**src/rtl/bram_frame_reader_pkg.sv**
```systemverilog
// bram_frame_reader_pkg
// Shared types and sizing helpers for the BRAM frame reader.
//   state_t    : reader FSM states
//   tag_t      : per-pixel frame/line markers carried alongside each read
//   min1_clog2 : ceil(log2(n)) clamped to at least one bit
//   FIFO_PTR_W : pointer width of the default-depth output buffer
package bram_frame_reader_pkg;

   typedef enum logic [1:0] {
      IDLE,
      RUN,
      DRAIN,
      DONE
   } state_t;

   typedef struct packed {
      logic sof;
      logic eol;
      logic eof;
   } tag_t;

   // Counter/pointer widths must never collapse to zero bits for tiny sizes.
   function automatic int min1_clog2(input int n);
      return (n <= 2) ? 1 : $clog2(n);
   endfunction

   localparam int DEF_FIFO_DEPTH = 4;
   localparam int FIFO_PTR_W     = min1_clog2(DEF_FIFO_DEPTH);

endpackage

```
**src/rtl/bram_frame_reader_if.sv**
```systemverilog
// bram_frame_reader_if
// Valid/ready pixel stream leaving the frame reader.
//   valid/ready : handshake, a pixel moves when both are high on a clock edge
//   data        : pixel value
//   sof/eol/eof : first pixel of frame, last pixel of line, last pixel of frame
// Modports: master (reader side), slave (downstream consumer).
interface bram_frame_reader_if #(
   parameter int RAM_WIDTH = 8
) ();

   logic                 valid;
   logic                 ready;
   logic [RAM_WIDTH-1:0] data;
   logic                 sof;
   logic                 eol;
   logic                 eof;

   modport master (output valid, data, sof, eol, eof, input ready);
   modport slave  (input valid, data, sof, eol, eof, output ready);

endinterface

```
**src/rtl/bram_reader_fifo.sv**
```systemverilog
// bram_reader_fifo
// Small synchronous first-word-fall-through FIFO: the head entry is visible on
// rd_data whenever the FIFO is not empty, and rd_en pops it.
//   clk, rst_n : clock, asynchronous active-low reset
//   wr_en      : push wr_data (accepted when not full, or when popping same cycle)
//   rd_en      : pop head (ignored when empty)
//   rd_data    : head entry
//   empty      : no entries
//   count      : number of stored entries, 0..DEPTH
module bram_reader_fifo
   import bram_frame_reader_pkg::*;
#(
   parameter int WIDTH = 8,
   parameter int DEPTH = DEF_FIFO_DEPTH,
   parameter int PTR_W = FIFO_PTR_W
) (
   input  logic             clk,
   input  logic             rst_n,
   input  logic             wr_en,
   input  logic [WIDTH-1:0] wr_data,
   input  logic             rd_en,
   output logic [WIDTH-1:0] rd_data,
   output logic             empty,
   output logic [PTR_W:0]   count
);

   logic [WIDTH-1:0] mem [DEPTH];
   logic [PTR_W-1:0] wr_ptr;
   logic [PTR_W-1:0] rd_ptr;
   logic             do_wr;
   logic             do_rd;

   // Pointers wrap explicitly so DEPTH need not be a power of two.
   function automatic logic [PTR_W-1:0] next_ptr(input logic [PTR_W-1:0] p);
      return (p == PTR_W'(DEPTH - 1)) ? '0 : p + PTR_W'(1);
   endfunction

   assign do_rd   = rd_en && (count != '0);
   assign do_wr   = wr_en && ((count != (PTR_W+1)'(DEPTH)) || do_rd);
   assign empty   = (count == '0);
   assign rd_data = mem[rd_ptr];

   // Storage is cleared on reset so the head reads as zero while empty
   // after reset, keeping the stream data output at a defined value.
   always_ff @(posedge clk or negedge rst_n) begin
      if (!rst_n) begin
         wr_ptr <= '0;
         rd_ptr <= '0;
         count  <= '0;
         for (int i = 0; i < DEPTH; i++) begin
            mem[i] <= '0;
         end
      end else begin
         if (do_wr) begin
            mem[wr_ptr] <= wr_data;
            wr_ptr      <= next_ptr(wr_ptr);
         end
         if (do_rd) begin
            rd_ptr <= next_ptr(rd_ptr);
         end
         count <= count + (PTR_W+1)'(do_wr) - (PTR_W+1)'(do_rd);
      end
   end

endmodule

```
**src/rtl/bram_frame_reader.sv**
```systemverilog
// bram_frame_reader
// Reads one IMG_W x IMG_H frame out of a BRAM port starting at base_addr and
// streams it as valid/ready pixels. Reads are issued one per cycle while the
// output buffer plus the reads still in the BRAM pipeline leave room, so a
// stalled consumer can never overflow the buffer and no pixel is lost.
// Optional feature macro: BRAM_FRAME_READER_MARKERS_EN
//   defined   : column/row counters produce sof/eol/eof per pixel
//   undefined : markers tied low, frame end found by a pixel down-counter
// Ports:
//   clka, rsta  : clock (shared with BRAM port), asynchronous active-low reset
//   start       : request one frame, honoured only when idle
//   base_addr   : first pixel address, captured with an accepted start
//   busy, done  : frame in progress; one-cycle completion pulse
//   bram_en/we/regce/addr, bram_dout : BRAM read port
//   m           : pixel stream (master side)
module bram_frame_reader
   import bram_frame_reader_pkg::*;
#(
   parameter int RAM_WIDTH  = 8,
   parameter int ADDR_W     = 19,
   parameter int IMG_W      = 640,
   parameter int IMG_H      = 480,
   parameter int RD_LATENCY = 2,
   parameter int FIFO_DEPTH = DEF_FIFO_DEPTH
) (
   input  logic                     clka,
   input  logic                     rsta,
   input  logic                     start,
   input  logic [ADDR_W-1:0]        base_addr,
   output logic                     busy,
   output logic                     done,
   output logic                     bram_en,
   output logic                     bram_we,
   output logic                     bram_regce,
   output logic [ADDR_W-1:0]        bram_addr,
   input  logic [RAM_WIDTH-1:0]     bram_dout,
   bram_frame_reader_if.master      m
);

   localparam int CNT_W = min1_clog2(FIFO_DEPTH) + 1;

`ifdef BRAM_FRAME_READER_MARKERS_EN
   localparam int FIFO_W = RAM_WIDTH + 3;
   localparam int COL_W  = min1_clog2(IMG_W);
   localparam int ROW_W  = min1_clog2(IMG_H);
   localparam logic [COL_W-1:0] COL_LAST = COL_W'(IMG_W - 1);
   localparam logic [ROW_W-1:0] ROW_LAST = ROW_W'(IMG_H - 1);
`else
   localparam int FIFO_W = RAM_WIDTH;
   localparam int NPIX   = IMG_W * IMG_H;
   localparam int PIX_W  = min1_clog2(NPIX + 1);
`endif

   state_t                  state;
   logic                    busy_q;
   logic                    done_q;
   logic [ADDR_W-1:0]       addr_q;
   logic [CNT_W-1:0]        inflight;
   logic [RD_LATENCY-1:0]   tag_vld;
   logic [CNT_W-1:0]        fifo_count;
   logic                    fifo_empty;
   logic [FIFO_W-1:0]       fifo_wdata;
   logic [FIFO_W-1:0]       fifo_rdata;
   logic [CNT_W:0]          occupancy;
   logic                    issue;
   logic                    last_issue;
   logic                    tag_exit;
   logic                    pop;
   logic                    drain_done;

`ifdef BRAM_FRAME_READER_MARKERS_EN
   logic [COL_W-1:0]            col;
   logic [ROW_W-1:0]            row;
   tag_t                        tag_in;
   tag_t [RD_LATENCY-1:0]       tag_sr;
`else
   logic [PIX_W-1:0]            remaining;
`endif

   // Buffer entries plus reads still inside the BRAM pipeline bound what may
   // still land in the FIFO; issuing only below FIFO_DEPTH guarantees space.
   assign occupancy  = {1'b0, fifo_count} + {1'b0, inflight};
   assign issue      = (state == RUN) && (occupancy < (CNT_W+1)'(FIFO_DEPTH));
   assign tag_exit   = tag_vld[RD_LATENCY-1];
   assign pop        = m.valid & m.ready;
   // Look one cycle ahead so done lands the cycle after the final pop.
   assign drain_done = (inflight == '0) &&
                       ((fifo_count == '0) || ((fifo_count == CNT_W'(1)) && pop));

`ifdef BRAM_FRAME_READER_MARKERS_EN
   assign last_issue = issue && (col == COL_LAST) && (row == ROW_LAST);
   assign tag_in.sof = (col == '0) && (row == '0);
   assign tag_in.eol = (col == COL_LAST);
   assign tag_in.eof = (col == COL_LAST) && (row == ROW_LAST);
   assign fifo_wdata = {tag_sr[RD_LATENCY-1], bram_dout};
   assign m.sof      = fifo_rdata[RAM_WIDTH+2];
   assign m.eol      = fifo_rdata[RAM_WIDTH+1];
   assign m.eof      = fifo_rdata[RAM_WIDTH];
`else
   assign last_issue = issue && (remaining == PIX_W'(1));
   assign fifo_wdata = bram_dout;
   assign m.sof      = 1'b0;
   assign m.eol      = 1'b0;
   assign m.eof      = 1'b0;
`endif

   assign m.data     = fifo_rdata[RAM_WIDTH-1:0];
   assign m.valid    = ~fifo_empty;
   assign bram_en    = issue;
   assign bram_addr  = addr_q;
   assign bram_we    = 1'b0;
   assign bram_regce = 1'b1;
   assign busy       = busy_q;
   assign done       = done_q;

   // Frame control: FSM, read address, issue-tag pipeline that mirrors the
   // BRAM latency, and the pixel position counters. An async reset drops
   // every tag, so reads already in the BRAM are simply never captured.
   always_ff @(posedge clka or negedge rsta) begin
      if (!rsta) begin
         state    <= IDLE;
         busy_q   <= 1'b0;
         done_q   <= 1'b0;
         addr_q   <= '0;
         inflight <= '0;
         tag_vld  <= '0;
`ifdef BRAM_FRAME_READER_MARKERS_EN
         tag_sr   <= '0;
         col      <= '0;
         row      <= '0;
`else
         remaining <= '0;
`endif
      end else begin
         done_q     <= 1'b0;
         tag_vld[0] <= issue;
         for (int i = 1; i < RD_LATENCY; i++) begin
            tag_vld[i] <= tag_vld[i-1];
         end
         inflight <= inflight + CNT_W'(issue) - CNT_W'(tag_exit);
         if (issue) begin
            addr_q <= addr_q + ADDR_W'(1);
         end
`ifdef BRAM_FRAME_READER_MARKERS_EN
         tag_sr[0] <= issue ? tag_in : '0;
         for (int i = 1; i < RD_LATENCY; i++) begin
            tag_sr[i] <= tag_sr[i-1];
         end
         if (issue) begin
            if (col == COL_LAST) begin
               col <= '0;
               row <= (row == ROW_LAST) ? '0 : row + ROW_W'(1);
            end else begin
               col <= col + COL_W'(1);
            end
         end
`else
         if (issue) begin
            remaining <= remaining - PIX_W'(1);
         end
`endif
         case (state)
            IDLE: begin
               if (start) begin
                  state  <= RUN;
                  busy_q <= 1'b1;
                  addr_q <= base_addr;
`ifdef BRAM_FRAME_READER_MARKERS_EN
                  col    <= '0;
                  row    <= '0;
`else
                  remaining <= PIX_W'(NPIX);
`endif
               end
            end
            RUN: begin
               if (last_issue) begin
                  state <= DRAIN;
               end
            end
            DRAIN: begin
               if (drain_done) begin
                  state  <= DONE;
                  done_q <= 1'b1;
               end
            end
            DONE: begin
               state  <= IDLE;
               busy_q <= 1'b0;
            end
            default: begin
               state  <= IDLE;
               busy_q <= 1'b0;
            end
         endcase
      end
   end

   bram_reader_fifo #(
      .WIDTH (FIFO_W),
      .DEPTH (FIFO_DEPTH),
      .PTR_W (CNT_W - 1)
   ) u_fifo (
      .clk     (clka),
      .rst_n   (rsta),
      .wr_en   (tag_exit),
      .wr_data (fifo_wdata),
      .rd_en   (pop),
      .rd_data (fifo_rdata),
      .empty   (fifo_empty),
      .count   (fifo_count)
   );

endmodule

```
**src/flat_wrapper.sv**
```systemverilog
// flat-port wrapper written by rule: the top's interface ports become plain ports
module bram_frame_reader_flat import bram_frame_reader_pkg::*;
#(
   parameter int RAM_WIDTH  = 8,
   parameter int ADDR_W     = 19,
   parameter int IMG_W      = 640,
   parameter int IMG_H      = 480,
   parameter int RD_LATENCY = 2,
   parameter int FIFO_DEPTH = DEF_FIFO_DEPTH
)
  (clka, rsta, start, base_addr, busy, done, bram_en, bram_we, bram_regce, bram_addr, bram_dout, m_valid, m_data, m_sof, m_eol, m_eof, m_ready);
  bram_frame_reader_if #(.RAM_WIDTH(RAM_WIDTH)) m_i ();
  input  logic clka;
  input  logic rsta;
  input  logic start;
  input  logic [ADDR_W-1:0] base_addr;
  output logic busy;
  output logic done;
  output logic bram_en;
  output logic bram_we;
  output logic bram_regce;
  output logic [ADDR_W-1:0] bram_addr;
  input  logic [RAM_WIDTH-1:0] bram_dout;
  output wire logic [$bits(m_i.valid)-1:0] m_valid;
  output wire logic [$bits(m_i.data)-1:0] m_data;
  output wire logic [$bits(m_i.sof)-1:0] m_sof;
  output wire logic [$bits(m_i.eol)-1:0] m_eol;
  output wire logic [$bits(m_i.eof)-1:0] m_eof;
  input wire logic [$bits(m_i.ready)-1:0] m_ready;
  assign m_valid = m_i.valid;
  assign m_data = m_i.data;
  assign m_sof = m_i.sof;
  assign m_eol = m_i.eol;
  assign m_eof = m_i.eof;
  assign m_i.ready = m_ready;
  bram_frame_reader #(.RAM_WIDTH(RAM_WIDTH), .ADDR_W(ADDR_W), .IMG_W(IMG_W), .IMG_H(IMG_H), .RD_LATENCY(RD_LATENCY), .FIFO_DEPTH(FIFO_DEPTH)) u_core (.clka(clka), .rsta(rsta), .start(start), .base_addr(base_addr), .busy(busy), .done(done), .bram_en(bram_en), .bram_we(bram_we), .bram_regce(bram_regce), .bram_addr(bram_addr), .bram_dout(bram_dout), .m(m_i));
endmodule
```
**config.mk**
```make
export PLATFORM = sky130hd
export DESIGN_NAME = bram_frame_reader_flat
export DESIGN_NICKNAME = d
export VERILOG_FILES = /design/src/rtl/bram_frame_reader_pkg.sv /design/src/rtl/bram_frame_reader_if.sv /design/src/rtl/bram_reader_fifo.sv /design/src/rtl/bram_frame_reader.sv /design/src/flat_wrapper.sv
export SDC_FILE = /design/constraint.sdc
export NUM_CORES = 1
export LEC_CHECK = 0
export CAP_MARGIN = 20
export CORE_ASPECT_RATIO = 0.8
export CORE_MARGIN = 4
export CORE_UTILIZATION = 32
export DETAILED_ROUTE_END_ITERATION = 12
export GPL_TIMING_DRIVEN = 0
export PLACE_DENSITY = 0.51
export SYNTH_ARGS = -nofsm -noshare
export SYNTH_HDL_FRONTEND = slang
export SYNTH_SLANG_ARGS = --single-unit
```
**constraint.sdc**
```tcl
create_clock -name clka -period 4.37 [get_ports clka]
set_input_delay 1.0925 -clock clka [delete_from_list [all_inputs] [get_ports clka]]
set_output_delay 1.0925 -clock clka [all_outputs]
set_load 0.03 [all_outputs]
```
==> out/metrics.yaml, run 1 <==
timing:
  drv_slew: 0
  timing.hold.ws_ns: 0.354
  fin_crit_sh: 0.938
  finClkSkew_ns: 0.00387
  finalHoldViolations: 0
  finalSetupTns_ns: 0
  setup_violations: 0
  period_needed_ns: 4.10
  fmax_ghz: 0.244
  tightest_slew_ns: 0.851
  rsz0062_at_grt: "no"
  max-slew-margin-rel: 0.433
cts:
  cts_htree_levels: 3
  cts_root_buffer: "clkbuf_16"
  cts_tree: "yes"
  clk_pin_slew_ns: 0.06
  clock_sinks: 86
  cts.repair.resized: 1
  clock_path_buffers: 2
  clock_latency_ns: 0.34
  hold_buffers: 0
  cts_buffers: 9
  cts_setup_buffers: 0
setup_path:
  crit_start: "u_core.u_fifo.count[2]$_DFF_PN0_"
  worst-path-max-fanout: 9
  r2r_end: "u_core.inflight[2]$_DFF_PN0_"
  rrSetupSlack_ns: 0.97
  critPathLaunchType: "flop"
  r2r-start: "u_core.u_fifo.count[2]$_DFF_PN0_"
  critical_path_arrival_ns: 3.01
  reg2reg_depth: 12
  end_kind: "output pin"
  worstPathRequired_ns: 3.28
  crit_type: "reg -> out"
drt:
  drtAntennaViolNets: 0
  viasPerCell: 5.10
  drt_iter0_drc: 187
  routed_wl_um: 10800
  route.detailed.drc: 0
  avgRoutedWirePerCell_um: 16.1
  vias: 3425
  first_pass_iters: 4
worst_hold_path:
  hold_path.class: "reg -> reg"
  min_to: "u_core.tag_vld[1]$_DFF_PN0_"
  holdPathStages: 0
  hold_start: "u_core.tag_vld[0]$_DFF_PN0_"
flow_run:
  cap_violations: 0
power:
  total_leakage_power_uw: 0.00232
  vdd_drop_max_mv: 0.285
  power_density_mw_per_mm2: 752
cells_and_area:
  nNetsFinal: 537
  antenna-diode-count: 0
  area_delta_synth_final_pct: 26.6
  layout-drive-gt1-share: 0.143
  design_area_mm2: 0.00567
  final_cells: 671
  finish.utilization: 0.415
placement:
  dp_hpwl_um: 7730
  gp_congestion: 0.759
  dpl_cell_area_mm2: 0.00535
  dp.cells: 655
  port-buffer-count: 61
grt:
  grt_pass1_wl_um: 17600
  grt_max_degree: 69
  grt.total_usage: 0.139
  grt_pass1_vias: 3305
  overflow: 0
  antenna_found_initial: 0
floorplanning:
  dieHeight_um: 114
  start_util: 0.328
  ioPinCount: 67
  row_count: 38
  die-area_mm2: 0.0160
  die_w_um: 140
  design.core.area_mm2: 0.0136
synthesis:
  synth-seq-cells: 86
  synthArstFlopShare: 1.00
  ys_seq_area_frac: 0.481
  synthCells: 410
  yosys-top-cells-area: "dfrtp_1 (48%), mux2_2 (8.3%), ha_1 (5.0%)"
  ys_types: 48
  yosysWarnings: 0
  synthFlopType: "dfrtp_1"
  synthTopCellsByCount: "dfrtp_1 (86), mux2_2 (33), nand2_1 (27), nor2_1 (24), o21ai_0 (21)"
  yosys.area.top_type: "dfrtp_1"
  synth_enable_flop_cells: 0
  synth.most_common_cell: "dfrtp_1"
  syn_area_mm2: 0.00448
  avgSynthCellArea_um2: 10.9
  synth.top_cell.area_share: 0.481
run_status:
  status: "completed"
per-layer routing:
layer,wire length (µm),up-vias,global-route usage
met4,134,0,0.0413
li1,-,1660,-
met5,0,-,0
met2,4950,63,0.215
met3,447,10,0.0344
met1,5250,1692,0.193
worst max-delay path: stages, from the launching register on:
cell	delay (ns)
dfrtp_1	0.44
ha_1	0.35
or4b_1	0.52
buf_2	0.20
nor2_2	0.39
clkdlybuf4s50_1	0.76
power by group:
group / total (µW) / switching (µW) / internal (µW)
sequential: 1440 / 309 / 1130
clock: 823 / 308 / 515
combinational: 2000 / 1110 / 893
total: 4260 / 1720 / 2540
cell type report:
class / count / area, µm²
well taps: 180 / 225
clock inverters: 4 / 70.1
flip-flops and latches: 86 / 2150
inverters: 19 / 71.3
repair buffers: 62 / 636
plain buffers: 20 / 97.6
clock buffers: 12 / 246
multi-input cells: 288 / 2170
fillers: 1317 / 7980
stage by stage:
| stage | worst slack, ns | total power (µW) |
|---|---|---|
| floorplan | 0.919 | 2760 |
| global placement | -1.21 | 3420 |
| detailed placement | 0.375 | 3470 |
| CTS | 0.247 | 4320 |
| global route | 0.118 | 4580 |
| finish | 0.269 | 4260 |
state kept, by name (all words and copies together), names as in the netlist, 2 cells and up:
register / cells
u_core.bram_addr: 19
u_core.inflight: 3
u_core.tag_vld: 2
u_core.u_fifo.count: 3
u_core.u_fifo.mem: 32
u_core.state: 2
u_core.u_fifo.rd_ptr: 2
u_core.remaining: 19
u_core.u_fifo.wr_ptr: 2
layout by cell type, fill, tap and decap left out, types with 3 or more instances in the layout:
master / synthesis / layout
nand2_1: 27 / 27
dfrtp_1: 86 / 86
clkbuf_1: 11 / 13
xor2_1: 3 / 3
a31oi_1: 12 / 12
xnor2_1: 12 / 12
o21ai_0: 21 / 21
nor4_1: 9 / 9
buf_4: 5 / 6
clkbuf_16: 0 / 9
nor3_1: 3 / 3
mux4_2: 8 / 8
or4_1: 12 / 12
inv_1: 19 / 19
nand2b_1: 3 / 3
nand4_1: 7 / 7
nor4b_1: 3 / 3
nor2_1: 24 / 23
o31ai_1: 12 / 12
and4_1: 3 / 3
clkdlybuf4s50_1: 0 / 60
or2_2: 3 / 3
buf_2: 3 / 3
mux2_2: 33 / 33
or3_1: 20 / 20
conb_1: 2 / 5
a21oi_1: 10 / 10
nand3_1: 14 / 14
ha_1: 18 / 18
logic make-up after synthesis:
family	count (synthesis)	synth area share
multiplexers	43	0.128
AO/OA/AOI/OAI	68	0.0972
XOR/XNOR	15	0.0293
adder cells (fa/ha/maj)	20	0.0592
AND/OR/NAND/NOR	137	0.167
other	2	0.00168
buffers and inverters	39	0.0377
flip-flops	86	0.481
worst max path at each step:
stage	end	slack [ns]	cells past startpoint
floorplan	u_core.inflight[2]$_DFF_PN0_	0.92	12
global placement	u_core.u_fifo.mem[24]$_DFFE_PN0P_	-1.21	1
detailed placement	bram_en	0.38	6
CTS	bram_en	0.25	5
global route	bram_en	0.12	6
finish	bram_en	0.27	5
(Power assumes the default switching activity.)
==> inputs of run 2 (changes only) <==
--- a/config.mk
+++ b/config.mk
@@ -8,10 +8,10 @@
 export CAP_MARGIN = 20
 export CORE_ASPECT_RATIO = 0.8
 export CORE_MARGIN = 4
-export CORE_UTILIZATION = 32
+export CORE_UTILIZATION = 35
 export DETAILED_ROUTE_END_ITERATION = 12
 export GPL_TIMING_DRIVEN = 0
-export PLACE_DENSITY = 0.51
+export PLACE_DENSITY = 0.55
 export SYNTH_ARGS = -nofsm -noshare
 export SYNTH_HDL_FRONTEND = slang
 export SYNTH_SLANG_ARGS = --single-unit
==> out/metrics.yaml, run 2 (synthesized netlist as in run 1, its figures left out) <==
cts:
  hold_buffers: 0
  clk_pin_slew_ns: 0.06
  clock_path_buffers: 2
  cts_tree: "yes"
  cts_buffers: 9
  clock_latency_ns: 0.34
  cts_setup_buffers: 0
  cts_htree_levels: 3
  cts_root_buffer: "clkbuf_16"
  clock_sinks: 86
cells_and_area:
  layout-drive-gt1-share: 0.145
  design_area_mm2: 0.00564
  nNetsFinal: 537
  ff_latch_area_mm2: 0.00215
  area_delta_synth_final_pct: 26.0
  final_cell_mix: "dfrtp_1 (86), clkdlybuf4s50_1 (60), mux2_2 (33)"
  final_common_cell: "dfrtp_1"
  largest_register_ffs: 32
  antenna-diode-count: 0
  largest_register: "u_core.u_fifo.mem"
  multi_input_area_mm2: 0.00217
  fillerInstances: 1181
timing:
  fmax_ghz: 0.248
  finClkSkew_ns: 0.00817
  max-slew-margin-rel: 0.430
  rsz0062_at_grt: "no"
  setup_violations: 0
  period_needed_ns: 4.04
  timing.hold.ws_ns: 0.347
  finalHoldViolations: 0
  tightest_slew_ns: 0.855
  fin_crit_sh: 0.925
  drv_slew: 0
  finalSetupTns_ns: 0
setup_path:
  crit_chain: "inv_1 > ha_1 > or4b_1 > buf_2 > nor2_2 > clkdlybuf4s50_1"
  cp_num_buf_inv: 3
  critPathLaunchType: "flop"
  cpMaxStageDelayCell: "clkdlybuf4s50_1"
  critical_path_arrival_ns: 2.95
  crit_type: "reg -> out"
  crit_family: "buffers and inverters"
  end_kind: "output pin"
  max_stage_delay_ns: 0.76
  worst-path-max-fanout: 9
  worstPathRequired_ns: 3.28
drt:
  drt_iter0_drc: 128
  first_pass_iters: 4
  routed_wl_um: 10600
  drtAntennaViolNets: 0
  vias: 3413
  viasPerCell: 5.16
  route.detailed.drc: 0
  avgRoutedWirePerCell_um: 16.0
placement:
  port-buffer-count: 61
  gp_congestion: 0.794
  dp_hpwl_um: 7740
  dpl_cell_area_mm2: 0.00534
grt:
  antenna_found_initial: 0
  grt_pass1_wl_um: 17700
  overflow: 0
  grt_pass1_vias: 3428
  grt_max_degree: 47
  grt.total_usage: 0.152
floorplanning:
  die_w_um: 134
  row_count: 36
  start_util: 0.363
  die-area_mm2: 0.0147
  dieHeight_um: 109
  design.core.area_mm2: 0.0123
  ioPinCount: 67
worst_hold_path:
  hold_path.class: "reg -> reg"
power:
  total_leakage_power_uw: 0.00231
  vdd_drop_max_mv: 0.243
  power_density_mw_per_mm2: 748
  power_uw: 4220
run_status:
  status: "completed"
flow_run:
  cap_violations: 0
run 2: cell count changes in the layout (fill, tap and decap cells not counted):
cell	before	now
bufinv_16	2	1
clkbuf_1	13	12
clkinv_2	2	1
clkinv_4	0	1
clkinvlp_4	0	2
run 2: metrics by stage:
step                std cells  utilization  setup slack [ns]
finish                    662        0.457             0.330
global route              662        0.457             0.153
CTS                       662        0.457            0.0375
detailed placement        646        0.433             0.418
global placement          645        0.431             -1.06
floorplan                 413            -             0.919
run 2: what timing repair did:
action                                  in CTS  in global routing
endpoints found under the setup margin       0                  1
resized for setup                            0                  1
hold endpoints to repair                     0                  0
run 2: layout make-up:
type | instances | area share
tap | 171 | 0.0379
clock inverter | 5 | 0.0104
clock buffer | 11 | 0.0430
buffer | 20 | 0.0173
timing repair buffer | 62 | 0.113
multi-input combinational | 288 | 0.385
sequential | 86 | 0.381
inverter | 19 | 0.0126
run 2: power breakdown:
group	total, µW	internal (µW)	switching, µW	leakage (µW)
Combinational	2000	893	1110	0.00110
Clock	773	459	314	0.000142
Sequential	1450	1130	314	0.00106
run 2: final timing paths:
check | start | endpoint | slack (ns) | cells after the start
worst min-delay path | u_core.tag_vld[0]$_DFF_PN0_ | u_core.tag_vld[1]$_DFF_PN0_ | 0.35 | 0
worst min register to register | u_core.tag_vld[0]$_DFF_PN0_ | u_core.tag_vld[1]$_DFF_PN0_ | 0.35 | 0
worst max register to register | u_core.state[1]$_DFFE_PN0P_ | u_core.inflight[2]$_DFF_PN0_ | 1.01 | 13
worst max-delay path | u_core.state[1]$_DFFE_PN0P_ | bram_en | 0.33 | 6
min in group asynchronous | rsta | u_core.busy$_DFFE_PN0P_ | 0.75 | 1
max in group asynchronous | rsta | u_core.bram_addr[18]$_DFF_PN0_ | 3.01 | 2
run 2: worst register-to-register path, cell delays in order (launching register included):
cell and delay, ns:
dfrtp_1 0.44, inv_1 0.12, ha_1 0.28, or4b_1 0.44
buf_2 0.20, nor2_2 0.37, inv_1 0.19, ha_1 0.32
inv_1 0.06, ha_1 0.13, inv_1 0.04, fa_1 0.37
xnor2_1 0.19, xnor2_1 0.15
run 2: routing by layer:
metal | track usage | vias to the layer above | routed length (µm)
li1 | - | 1660 | -
met4 | 0.0436 | 0 | 115
met5 | 0 | - | 0
met3 | 0.0327 | 11 | 522
met1 | 0.216 | 1676 | 5230
met2 | 0.237 | 66 | 4720
==> inputs of run 3 (changes only) <==
--- a/config.mk
+++ b/config.mk
@@ -9,6 +9,7 @@
 export CORE_ASPECT_RATIO = 0.8
 export CORE_MARGIN = 4
 export CORE_UTILIZATION = 35
+export CTS_CLUSTER_DIAMETER = 120
 export DETAILED_ROUTE_END_ITERATION = 12
 export GPL_TIMING_DRIVEN = 0
 export PLACE_DENSITY = 0.55
==> results of run 3 <==
No change in the layout: final DEF, timing and power equal those of run 2.
